### src/rtl/i2c_xfer_seq_pkg.sv
// Shared widths, FSM state encoding and helpers for the I2C transfer sequencer.
package i2c_pkg;

   localparam int I2C_ADDR_W = 7;
   localparam int I2C_BYTE_W = 8;
   localparam int I2C_LEN_W  = 8;

   typedef enum logic [2:0] {
      IDLE,
      PREFILL,
      START,
      RUN,
      DONE
   } xfer_state_e;

   // Byte counters never wrap below zero.
   function automatic logic [I2C_LEN_W-1:0] satDec(input logic [I2C_LEN_W-1:0] v);
      return (v == '0) ? v : v - I2C_LEN_W'(1);
   endfunction

endpackage

### src/rtl/i2c_xfer_seq_if.sv
// Command, byte-stream and controller signals of the I2C transfer sequencer.
interface i2c_xfer_seq_if #(parameter int DEPTH = 16);
   import i2c_pkg::*;

   localparam int LVL_W = $clog2(DEPTH) + 1;

   logic                  cmd_valid;
   logic                  cmd_ready;
   logic                  cmd_rw;
   logic [I2C_ADDR_W-1:0] cmd_addr;
   logic [I2C_LEN_W-1:0]  cmd_len;

   logic                  wdat_valid;
   logic                  wdat_ready;
   logic [I2C_BYTE_W-1:0] wdat;

   logic                  rdat_valid;
   logic                  rdat_ready;
   logic [I2C_BYTE_W-1:0] rdat;

   logic                  ctrl_start;
   logic                  ctrl_wr_ctrl;
   logic [I2C_ADDR_W-1:0] ctrl_slave_addr;
   logic [I2C_LEN_W-1:0]  ctrl_data_bytes;
   logic [I2C_BYTE_W-1:0] ctrl_w_data;
   logic                  ctrl_busy;
   logic                  ctrl_byte_done;
   logic [I2C_BYTE_W-1:0] ctrl_r_data;

   logic                  done;
   logic                  err;
   logic [LVL_W-1:0]      wfifo_level;

   // The sequencer itself.
   modport master (
      input  cmd_valid, cmd_rw, cmd_addr, cmd_len,
      input  wdat_valid, wdat, rdat_ready,
      input  ctrl_busy, ctrl_byte_done, ctrl_r_data,
      output cmd_ready, wdat_ready, rdat_valid, rdat,
      output ctrl_start, ctrl_wr_ctrl, ctrl_slave_addr, ctrl_data_bytes, ctrl_w_data,
      output done, err, wfifo_level
   );

   // The surrounding system: command source, byte producer/consumer and controller.
   modport slave (
      output cmd_valid, cmd_rw, cmd_addr, cmd_len,
      output wdat_valid, wdat, rdat_ready,
      output ctrl_busy, ctrl_byte_done, ctrl_r_data,
      input  cmd_ready, wdat_ready, rdat_valid, rdat,
      input  ctrl_start, ctrl_wr_ctrl, ctrl_slave_addr, ctrl_data_bytes, ctrl_w_data,
      input  done, err, wfifo_level
   );

endinterface

### src/rtl/i2c_byte_fifo.sv
// Synchronous show-ahead byte FIFO; a push at full is taken only alongside a pop.
module i2c_byte_fifo
   import i2c_pkg::*;
#(
   parameter int DEPTH = 16
) (
   input  logic                      clk,
   input  logic                      rst_n,
   input  logic                      push_i,
   input  logic [I2C_BYTE_W-1:0]     data_i,
   input  logic                      pop_i,
   output logic [I2C_BYTE_W-1:0]     data_o,
   output logic [$clog2(DEPTH):0]    level_o
);

   localparam int AW = $clog2(DEPTH);

   logic [I2C_BYTE_W-1:0] mem_q [DEPTH];
   logic [AW-1:0]         wptr_q;
   logic [AW-1:0]         rptr_q;
   logic [AW:0]           level_q;
   logic                  doPush;
   logic                  doPop;

   always_comb begin
      doPop  = pop_i && (level_q != '0);
      doPush = push_i && ((level_q != (AW+1)'(DEPTH)) || doPop);
   end

   always_ff @(posedge clk) begin
      if (!rst_n) begin
         wptr_q  <= '0;
         rptr_q  <= '0;
         level_q <= '0;
      end else begin
         if (doPush) wptr_q <= wptr_q + AW'(1);
         if (doPop)  rptr_q <= rptr_q + AW'(1);
         case ({doPush, doPop})
            2'b10:   level_q <= level_q + (AW+1)'(1);
            2'b01:   level_q <= level_q - (AW+1)'(1);
            default: level_q <= level_q;
         endcase
      end
   end

   always_ff @(posedge clk) begin
      if (rst_n && doPush) mem_q[wptr_q] <= data_i;
   end

   assign data_o  = mem_q[rptr_q];
   assign level_o = level_q;

endmodule

### src/rtl/i2c_xfer_seq.sv
// Sequences one I2C transfer per command, feeding write bytes from a FIFO to the controller.
// Define I2C_RD_FIFO_EN to buffer read bytes in a FIFO instead of single-cycle pulses.
module i2c_xfer_seq
   import i2c_pkg::*;
#(
   parameter int DEPTH = 16
) (
   input logic            clk,
   input logic            rst_n,
   i2c_xfer_seq_if.master bus
);

   localparam int LVL_W = $clog2(DEPTH) + 1;

   xfer_state_e           state_q, state_d;
   logic                  wrCtrl_q, wrCtrl_d;
   logic [I2C_ADDR_W-1:0] addr_q, addr_d;
   logic [I2C_LEN_W-1:0]  len_q, len_d;
   logic [I2C_LEN_W-1:0]  remain_q, remain_d;
   logic                  underrun_q, underrun_d;
   logic                  err_q, err_d;
   logic                  startSent_q;
   logic                  busyPrev_q;

   logic                  byteDone;
   logic                  busyFall;
   logic                  wPop;
   logic [I2C_BYTE_W-1:0] wHead;
   logic [LVL_W-1:0]      wLevel;
   logic                  wEmpty;
   logic                  wFull;
   logic                  rdOverflow;

   assign byteDone = (state_q == RUN) && bus.ctrl_byte_done;
   assign busyFall = busyPrev_q && !bus.ctrl_busy;
   assign wPop     = byteDone && wrCtrl_q;
   assign wEmpty   = (wLevel == '0);
   assign wFull    = (wLevel == LVL_W'(DEPTH));

   i2c_byte_fifo #(.DEPTH(DEPTH)) u_wfifo (
      .clk     (clk),
      .rst_n   (rst_n),
      .push_i  (bus.wdat_valid),
      .data_i  (bus.wdat),
      .pop_i   (wPop),
      .data_o  (wHead),
      .level_o (wLevel)
   );

`ifdef I2C_RD_FIFO_EN
   logic                  rPush;
   logic [I2C_BYTE_W-1:0] rHead;
   logic [LVL_W-1:0]      rLevel;

   assign rPush      = byteDone && !wrCtrl_q;
   assign rdOverflow = rPush && (rLevel == LVL_W'(DEPTH)) && !bus.rdat_ready;

   i2c_byte_fifo #(.DEPTH(DEPTH)) u_rfifo (
      .clk     (clk),
      .rst_n   (rst_n),
      .push_i  (rPush),
      .data_i  (bus.ctrl_r_data),
      .pop_i   (bus.rdat_ready),
      .data_o  (rHead),
      .level_o (rLevel)
   );

   assign bus.rdat_valid = (rLevel != '0);
   assign bus.rdat       = rHead;
`else
   logic                  rdatValid_q;
   logic [I2C_BYTE_W-1:0] rdat_q;

   assign rdOverflow = 1'b0;

   always_ff @(posedge clk) begin
      if (!rst_n) begin
         rdatValid_q <= 1'b0;
         rdat_q      <= '0;
      end else begin
         rdatValid_q <= byteDone && !wrCtrl_q;
         if (byteDone && !wrCtrl_q) rdat_q <= bus.ctrl_r_data;
      end
   end

   assign bus.rdat_valid = rdatValid_q;
   assign bus.rdat       = rdat_q;
`endif

   always_comb begin
      state_d    = state_q;
      wrCtrl_d   = wrCtrl_q;
      addr_d     = addr_q;
      len_d      = len_q;
      remain_d   = remain_q;
      underrun_d = underrun_q;
      err_d      = rdOverflow;
      if (bus.wdat_valid) underrun_d = 1'b0;
      case (state_q)
         IDLE: begin
            if (bus.cmd_valid) begin
               if (bus.cmd_len == '0) begin
                  err_d = 1'b1;
               end else begin
                  wrCtrl_d = bus.cmd_rw;
                  addr_d   = bus.cmd_addr;
                  len_d    = bus.cmd_len;
                  remain_d = bus.cmd_len;
                  state_d  = bus.cmd_rw ? PREFILL : START;
               end
            end
         end
         PREFILL: begin
            if (!wEmpty) state_d = START;
         end
         START: begin
            if (bus.ctrl_busy) state_d = RUN;
         end
         RUN: begin
            if (byteDone) begin
               remain_d = satDec(remain_q);
               // Underrun: this pop leaves the FIFO empty yet more bytes are still owed.
               if (wrCtrl_q && (wLevel <= LVL_W'(1)) && !bus.wdat_valid &&
                   (remain_q > I2C_LEN_W'(1))) begin
                  err_d      = 1'b1;
                  underrun_d = 1'b1;
               end
            end
            if (busyFall) begin
               state_d = DONE;
               if (remain_d != '0) err_d = 1'b1;
            end
         end
         DONE: begin
            state_d = IDLE;
         end
         default: begin
            state_d = IDLE;
         end
      endcase
   end

   always_ff @(posedge clk) begin
      if (!rst_n) begin
         state_q     <= IDLE;
         wrCtrl_q    <= 1'b0;
         addr_q      <= '0;
         len_q       <= '0;
         remain_q    <= '0;
         underrun_q  <= 1'b0;
         err_q       <= 1'b0;
         startSent_q <= 1'b0;
         busyPrev_q  <= 1'b0;
      end else begin
         state_q     <= state_d;
         wrCtrl_q    <= wrCtrl_d;
         addr_q      <= addr_d;
         len_q       <= len_d;
         remain_q    <= remain_d;
         underrun_q  <= underrun_d;
         err_q       <= err_d;
         startSent_q <= (state_q == START);
         busyPrev_q  <= bus.ctrl_busy;
      end
   end

   assign bus.cmd_ready       = (state_q == IDLE);
   assign bus.ctrl_start      = (state_q == START) && !startSent_q;
   assign bus.ctrl_wr_ctrl    = wrCtrl_q;
   assign bus.ctrl_slave_addr = addr_q;
   assign bus.ctrl_data_bytes = len_q;
   assign bus.ctrl_w_data     = underrun_q ? 8'hFF : (wEmpty ? 8'h00 : wHead);
   assign bus.done            = (state_q == DONE);
   assign bus.err             = err_q;
   assign bus.wdat_ready      = !wFull;
   assign bus.wfifo_level     = wLevel;

endmodule

### src/flat_wrapper.sv
// flat-port wrapper written by rule: the top's interface ports become plain ports
module i2c_xfer_seq_flat import i2c_pkg::*;
#(
   parameter int DEPTH = 16
)
  (clk, rst_n, bus_cmd_valid, bus_cmd_rw, bus_cmd_addr, bus_cmd_len, bus_wdat_valid, bus_wdat, bus_rdat_ready, bus_ctrl_busy, bus_ctrl_byte_done, bus_ctrl_r_data, bus_cmd_ready, bus_wdat_ready, bus_rdat_valid, bus_rdat, bus_ctrl_start, bus_ctrl_wr_ctrl, bus_ctrl_slave_addr, bus_ctrl_data_bytes, bus_ctrl_w_data, bus_done, bus_err, bus_wfifo_level);
  i2c_xfer_seq_if #(.DEPTH(DEPTH)) bus_i ();
  input logic clk;
  input logic rst_n;
  input wire logic [$bits(bus_i.cmd_valid)-1:0] bus_cmd_valid;
  input wire logic [$bits(bus_i.cmd_rw)-1:0] bus_cmd_rw;
  input wire logic [$bits(bus_i.cmd_addr)-1:0] bus_cmd_addr;
  input wire logic [$bits(bus_i.cmd_len)-1:0] bus_cmd_len;
  input wire logic [$bits(bus_i.wdat_valid)-1:0] bus_wdat_valid;
  input wire logic [$bits(bus_i.wdat)-1:0] bus_wdat;
  input wire logic [$bits(bus_i.rdat_ready)-1:0] bus_rdat_ready;
  input wire logic [$bits(bus_i.ctrl_busy)-1:0] bus_ctrl_busy;
  input wire logic [$bits(bus_i.ctrl_byte_done)-1:0] bus_ctrl_byte_done;
  input wire logic [$bits(bus_i.ctrl_r_data)-1:0] bus_ctrl_r_data;
  output wire logic [$bits(bus_i.cmd_ready)-1:0] bus_cmd_ready;
  output wire logic [$bits(bus_i.wdat_ready)-1:0] bus_wdat_ready;
  output wire logic [$bits(bus_i.rdat_valid)-1:0] bus_rdat_valid;
  output wire logic [$bits(bus_i.rdat)-1:0] bus_rdat;
  output wire logic [$bits(bus_i.ctrl_start)-1:0] bus_ctrl_start;
  output wire logic [$bits(bus_i.ctrl_wr_ctrl)-1:0] bus_ctrl_wr_ctrl;
  output wire logic [$bits(bus_i.ctrl_slave_addr)-1:0] bus_ctrl_slave_addr;
  output wire logic [$bits(bus_i.ctrl_data_bytes)-1:0] bus_ctrl_data_bytes;
  output wire logic [$bits(bus_i.ctrl_w_data)-1:0] bus_ctrl_w_data;
  output wire logic [$bits(bus_i.done)-1:0] bus_done;
  output wire logic [$bits(bus_i.err)-1:0] bus_err;
  output wire logic [$bits(bus_i.wfifo_level)-1:0] bus_wfifo_level;
  assign bus_i.cmd_valid = bus_cmd_valid;
  assign bus_i.cmd_rw = bus_cmd_rw;
  assign bus_i.cmd_addr = bus_cmd_addr;
  assign bus_i.cmd_len = bus_cmd_len;
  assign bus_i.wdat_valid = bus_wdat_valid;
  assign bus_i.wdat = bus_wdat;
  assign bus_i.rdat_ready = bus_rdat_ready;
  assign bus_i.ctrl_busy = bus_ctrl_busy;
  assign bus_i.ctrl_byte_done = bus_ctrl_byte_done;
  assign bus_i.ctrl_r_data = bus_ctrl_r_data;
  assign bus_cmd_ready = bus_i.cmd_ready;
  assign bus_wdat_ready = bus_i.wdat_ready;
  assign bus_rdat_valid = bus_i.rdat_valid;
  assign bus_rdat = bus_i.rdat;
  assign bus_ctrl_start = bus_i.ctrl_start;
  assign bus_ctrl_wr_ctrl = bus_i.ctrl_wr_ctrl;
  assign bus_ctrl_slave_addr = bus_i.ctrl_slave_addr;
  assign bus_ctrl_data_bytes = bus_i.ctrl_data_bytes;
  assign bus_ctrl_w_data = bus_i.ctrl_w_data;
  assign bus_done = bus_i.done;
  assign bus_err = bus_i.err;
  assign bus_wfifo_level = bus_i.wfifo_level;
  i2c_xfer_seq #(.DEPTH(DEPTH)) u_core (.clk(clk), .rst_n(rst_n), .bus(bus_i));
endmodule
### config.mk
export PLATFORM = sky130hd
export DESIGN_NAME = i2c_xfer_seq_flat
export DESIGN_NICKNAME = d
export VERILOG_FILES = /design/src/rtl/i2c_xfer_seq_pkg.sv /design/src/rtl/i2c_xfer_seq_if.sv /design/src/rtl/i2c_byte_fifo.sv /design/src/rtl/i2c_xfer_seq.sv /design/src/flat_wrapper.sv
export SDC_FILE = /design/constraint.sdc
export NUM_CORES = 1
export LEC_CHECK = 0
export ABC_AREA = 1
export ABC_CLOCK_PERIOD_IN_PS = 3000
export CAP_MARGIN = 20
export CORE_ASPECT_RATIO = 1.1
export CORE_MARGIN = 3
export CORE_UTILIZATION = 37
export CTS_BUF_LIST = sky130_fd_sc_hd__clkbuf_4 sky130_fd_sc_hd__clkbuf_8
export DETAILED_ROUTE_END_ITERATION = 10
export GPL_ROUTABILITY_DRIVEN = 0
export PLACE_DENSITY_LB_ADDON = 0.12
export SYNTH_ARGS = -nofsm -noshare
export SYNTH_HDL_FRONTEND = slang
export SYNTH_SLANG_ARGS = --single-unit
### constraint.sdc
create_clock -name clk -period 3 [get_ports clk]
set_input_delay 0.75 -clock clk [delete_from_list [all_inputs] [get_ports clk]]
set_output_delay 0.75 -clock clk [all_outputs]
set_load 0.05 [all_outputs]
## Word level (Yosys, flattened, before mapping)

Memories as Yosys holds them, arrays and structs flattened. A register that Yosys moved wholly into a read port is not among the register bits.
Index checks and enable logic that the tools add are counted.

| word-level totals | value |
|---|---|
| ROM bits | 0 |
| memory bits (writable) | 128 |
| latch bits | 0 |
| memories kept | 1 |
| register bits | 53 |
| output and inout bits | 43 |

Memory list:

| name | depth | bits a word | read ports | clocked after memory_dff | write ports | line | RTL |
|---|---|---|---|---|---|---|---|
| u_core.u_wfifo.mem_q | 16 | 8 | 1 | 1 | 1 | i2c_byte_fifo.sv:18 | `logic [I2C_BYTE_W-1:0] mem_q [DEPTH];` |

| operators by class | value |
|---|---|
| equality and inequality tests | 13 |
| reduce and logical (&&, ||, !) cells | 28 |
| div/mod/pow operators | 0 |
| bitwise operators | 1 |
| $add $sub $neg | 5 |
| shifts and indexed selects | 0 |
| $lt $le $gt $ge | 2 |
| $mul | 0 |
| mux-type cells | 31 |

Operators with widths:

| cell | number |
|---|---|
| 2-to-1 mux 8 bit | 7 |
| zero test 8 bit | 2 |
| one-hot mux 8 bit (2 select lines) | 1 |
| 2-to-1 mux 3 bit | 5 |
| 2-to-1 mux 1 bit | 12 |
| one-hot mux 3 bit (4 select lines) | 1 |
| logical AND 1 bit | 11 |
| one-hot mux 5 bit (2 select lines) | 1 |
| adder 4 x 1 -> 4 bit (second input constant) | 2 |
| > comparator 8 x 1 -> 1 bit (second input constant) | 1 |
| 2-to-1 mux 4 bit | 2 |
| != test 2 bit (second input constant) | 4 |
| nonzero test 8 bit | 1 |
| subtractor 8 x 1 -> 8 bit (second input constant) | 1 |
| == test 3 x 2 -> 1 bit (second input constant) | 2 |
| AND reduction 3 bit | 2 |
| adder 5 x 1 -> 5 bit (second input constant) | 1 |
| == test 5 bit (second input constant) | 1 |
| <= comparator 5 x 1 -> 1 bit (second input constant) | 1 |
| zero test 1 bit | 5 |
| zero test 5 bit | 1 |
| != test 5 bit (second input constant) | 1 |
| AND reduction 5 bit | 1 |
| nonzero test 5 bit | 1 |
| other kinds (12) | 13 |

## Logic depth before layout (Yosys ltp)

| logic depth | value |
|---|---|
| depth after elaboration | 9 |
| mapped depth | 14 |
| depth with buffers taken out | 14 |

## Modules after synthesis

A second synthesis with hierarchy kept.

| unflattened totals | value |
|---|---|
| cells, all modules | 847 |
| area, all modules | 8222.9 um^2 |

Modules (own cells, without submodules):

| module | seq. area each (um^2) | cells an instance | area an instance (um^2) | instances |
|---|---|---|---|---|
| i2c_byte_fifo | 4184.0 | 537 | 6168.4 | 1 |
| i2c_xfer_seq | 800.8 | 310 | 2054.5 | 1 |

## Worst setup path before layout

OpenSTA, ideal clock, no wires.

| timing path | value |
|---|---|
| path kind | flip-flop to flip-flop |
| from | register u_core.u_wfifo.level_q[0] (netlist: u_core.u_wfifo.level_o[0]) |
| to | memory u_core.u_wfifo.mem_q[13][0], enable pin |
| required time | 2617 ps |
| clock period less this slack | 2822 ps |
| cell stages (with the launch flop) | 10 |
| path buffers | 0 |
| setup slack | 178 ps |
| setup time | 383 ps |
| arrival | 2438 ps |
| path through | dfxtp_1 inv_1 ha_1 nand3_2 nand3_2 a21oi_2 inv_2 nor2_4 inv_2 nor3_1 |

| on the way | value |
|---|---|
| cells in the longest elaborated chain, start to end | 7 |
| elaborated cells on any way between the ends | 8 |

Ends and longest elaborated chain:

| what | line | RTL |
|---|---|---|
| start: declaration | i2c_byte_fifo.sv:21 | `logic [AW:0] level_q;` |
| start signal: assignment | i2c_byte_fifo.sv:39 | `2'b10: level_q <= level_q + (AW+1)'(1);` |
| start signal: assignment | i2c_byte_fifo.sv:40 | `2'b01: level_q <= level_q - (AW+1)'(1);` |
| start signal: assignment | i2c_byte_fifo.sv:41 | `default: level_q <= level_q;` |
| nonzero test 5 bit | i2c_byte_fifo.sv:26 | `doPop = pop_i && (level_q != '0);` |
| logical AND 1 bit | i2c_byte_fifo.sv:26 |  |
| logical OR 1 bit (*) | i2c_byte_fifo.sv:27 | `doPush = push_i && ((level_q != (AW+1)'(DEPTH)) \|\| doPop);` |
| logical AND 1 bit (*) | i2c_byte_fifo.sv:27 |  |
| logical AND 1 bit (*) | i2c_byte_fifo.sv:47 | `if (rst_n && doPush) mem_q[wptr_q] <= data_i;` |
| 2-to-1 mux 1 bit (*) | i2c_byte_fifo.sv:47 |  |
| 2-to-1 mux 1 bit (implied by the code) (*) | i2c_byte_fifo.sv:47 |  |
| end: declaration | i2c_byte_fifo.sv:18 |  |

Every way passes the cells marked *; elsewhere a longest branch is shown, timed or not.

==> summary.txt <==
Critical path
  – Crit end category: output pin
  – WS Path Type: register to output pin
  – Slowest CP cell: dfxtp_4
  – Critical path, cell by cell: buf_12 > mux2i_1 > o21ai_0 > o21ai_0 > nand2_1 > nand3_1 > nand2_1 > buf_12
  – Data arrival, critical path: 2.13 ns
  – Data required time at the worst endpoint: 2.25 ns
  – Startpoint class of the critical path: register
  – Worst-case reg-to-reg path depth: 14
  – Critical path's largest stage delay: 0.45 ns
  – CP max FO: 22

Timing
  – Final hold vios: 0
  – RSZ-0062 raised after global routing: yes
  – Slew Limit Fails: 0
  – Setup Skew: 0.01909 ns
  – Worst slew pin tran: 0.7201 ns
  – Setup_tns: 0 ns
  – Tmin final: 2.879 ns
  – Crit share post-route: 95.97%
  – Worst relative slew slack: 51.84%
  – Fmax: 347.3 MHz
  – Setup Viol. Count Final: 0

Placement
  – Post-DP Area: 9335 um^2
  – Post-DP HPWL: 12910 um
  – IO buf count: 80
  – Placed cell count: 1136

Yosys
  – Synth Area in XOR/XNOR: 0.1103%
  – Seq/Total Area, Yosys: 62.75%
  – Netlist cell types: 33
  – Fraction of registers with async set/reset: 0%
  – Synthesized instance count: 768
  – Largest family of logic cells by synthesized area: simple AND/OR/NAND/NOR gates
  – Predominant post-synthesis flop cell: edfxtp_1
  – Adder and majority gate portion of the synthesized area: 1.890%
  – Synth Area in Compound Gates: 12.88%
  – Synthesized net count: 819
  – Area share of and/or/nand/nor cells after synthesis: 12.92%
  – Syn avg cell area: 10.34 um^2
  – Ys Warns: 0
  – Post-synth EDFFs: 128
  – Cell area after synthesis: 7944 um^2
  – Fraction of synthesized area in multiplexers: 4.032%
  – Flop and latch count out of synthesis: 185

Power
  – Leakage Power: 3.614 nW
  – Tot Pwr: 0.006070 W
  – Max VDD drop: 0.5064 mV
  – Pwr Density: 620.8 nW/um^2

GRT
  – GR Overflow Total: 0
  – Initial antenna violation count: 0
  – Vias in the first global route: 5590
  – Pin count of the biggest net entering global routing: 46
  – Global-route wire length before repair: 29910 um
  – Tot GR Track Use: 16.10%

Routing
  – Iter 0 DRT Violations: 357
  – DRC viols: 0
  – Avg WL per Cell: 15.88 um
  – Final wirelength: 18610 um
  – Via density per instance: 4.956
  – DR vias: 5809
  – Post-DRT Antenna Nets: 0
  – First drt pass iteration count: 4

CTS
  – Num CTS Buffers: 17
  – Clock sinks: 185
  – CTS tree: done
  – Worst-skew pair later-pin latency: 0.47 ns
  – CTS H-Tree Depth: 4
  – Worst-path clk slew: 0.11 ns
  – CTS Buffer Depth: 2
  – Root buf cell: clkbuf_8

Finish
  – Non-Filler Instances: 1172
  – Design area: 9778 um^2
  – Nets@finish: 925
  – Most frequent cells in the layout: edfxtp_1, o21ai_0, nor2_1, inv_1, nand2_1
  – Storage cell area: 4989 um^2
  – Multi-input gate area: 2536 um^2
  – Post-Route Utilization: 46.89%
  – Area growth syn-to-layout: 23.09%
  – Final antenna diode count: 0
  – # fillers: 1896
  – Commonest non-fill, non-tap cell in the layout: edfxtp_1
  – Layout cells sized above 1: 10.82%

Worst hold path
  – Hold path cells: 2
  – Hold Crit Class: register to register

Floorplan
  – Area of the core: 20850 um^2
  – FP Rows: 55
  – Initial Util: 38.10%
  – Chip Height: 159.7 um
  – Number of I/O pins: 82
  – Die width: 145.7 um
  – Die area: 23270 um^2

Status
  – Status: completed

Job
  – Maxcap violations: 0
## power breakdown
| group | internal (W) | switching, W | leakage [nW] |
|---|---|---|---|
| Combinational | 0.000506 | 0.000987 | 1.80 |
| Clock | 0.000632 | 0.000947 | 0.197 |
| Sequential | 0.00287 | 0.000128 | 1.62 |
| Total | 0.00401 | 0.00206 | 3.61 |
## final cells by class
| cell class | count | share of cell area (%) |
|---|---|---|
| flip-flops and latches | 185 | 51.02 |
| multi-input cells | 473 | 25.94 |
| repair buffers | 119 | 12.60 |
| well taps | 285 | 3.647 |
| inverters | 78 | 2.994 |
| clock buffers | 18 | 2.534 |
| clock inverters | 14 | 1.267 |
## cell usage after synthesis, types with 5 or more instances
cell type  number  area, um^2
edfxtp_1      128        3844
o21ai_0       120       600.6
nor2_1         91       341.6
inv_1          75       281.5
nand2_1        74       277.8
dfxtp_1        57        1141
a21oi_1        55       275.3
mux2i_1        32       320.3
nand3_1        31       155.2
clkbuf_1       24       90.09
nor3_1         14       70.07
ha_1           12       150.1
o211ai_1       12       90.09
nand4_1        10       62.56
buf_2           5       25.02
## layer usage
layer  vias up  global-route usage (%)  share of wire [%]
met5         -                       0                  0
met4         0                   5.743                2.0
met3        29                   3.434                3.7
met2       132                   26.63                 48
met1      2750                   20.97                 46
li1       2898                       -                  -
## path summary, 6_finish.rpt
check                           startpoint                            end  slack, ns
max                               register             bus_ctrl_w_data[5]       0.12
min          u_core.bus.ctrl_slave_addr[0]  u_core.bus.ctrl_slave_addr[0]       0.50
max reg2reg      u_core.u_wfifo.level_o[0]      u_core.u_wfifo.level_o[4]       0.45
min reg2reg  u_core.bus.ctrl_slave_addr[0]  u_core.bus.ctrl_slave_addr[0]       0.50
## per-stage QoR
| stage | hold slack (ns) | worst slack (ns) |
|---|---|---|
| detailed placement | 0.4830 | 0.1076 |
| floorplan | 0.4436 | 0.1785 |
| global route | 0.5218 | -0.007032 |
| CTS | 0.5005 | 0.01548 |
| global placement | 0.4681 | 0.1155 |
| finish | 0.4986 | 0.1209 |
## cells by family after synthesis
group / Yosys count
AO/OA/AOI/OAI: 195
XOR/XNOR: 1
adder cells (fa/ha/maj): 12
buffers and inverters: 110
flip-flops: 185
multiplexers: 32
AND/OR/NAND/NOR: 233
## critical path: cells and delay by family (launching register included)
family,cells,cell delay [ns]
simple gates,3,0.28
mux,1,0.18
compound gates,2,0.39
buf+inv,2,0.35
flops,1,0.45
## timing repair
| action | in CTS | in global routing |
|---|---|---|
| pin swaps | 0 | 1 |
| cloned | 0 | 1 |
| hold buffers | 0 | 0 |
| setup endpoints to repair | 7 | 8 |
| setup buffers | 3 | 0 |
| resized for setup | 3 | 10 |
## state kept, by name (all words and copies together) (netlist names), named ones only
| name | cells |
|---|---|
| u_core.u_wfifo.mem_q | 128 |
| u_core.bus.rdat | 8 |
| u_core.state_q | 3 |
| u_core.u_wfifo.level_o | 5 |
| u_core.u_wfifo.rptr_q | 4 |
| u_core.bus.ctrl_data_bytes | 8 |
| u_core.u_wfifo.wptr_q | 4 |
| u_core.remain_q | 8 |
| u_core.startSent_q | 1 |
| u_core.bus.ctrl_slave_addr | 7 |
| u_core.underrun_q | 1 |
| u_core.bus.ctrl_wr_ctrl | 1 |
| u_core.bus.err | 1 |
| u_core.busyPrev_q | 1 |
| u_core.bus.rdat_valid | 1 |
Note: power is estimated with default switching activity, not from simulation.
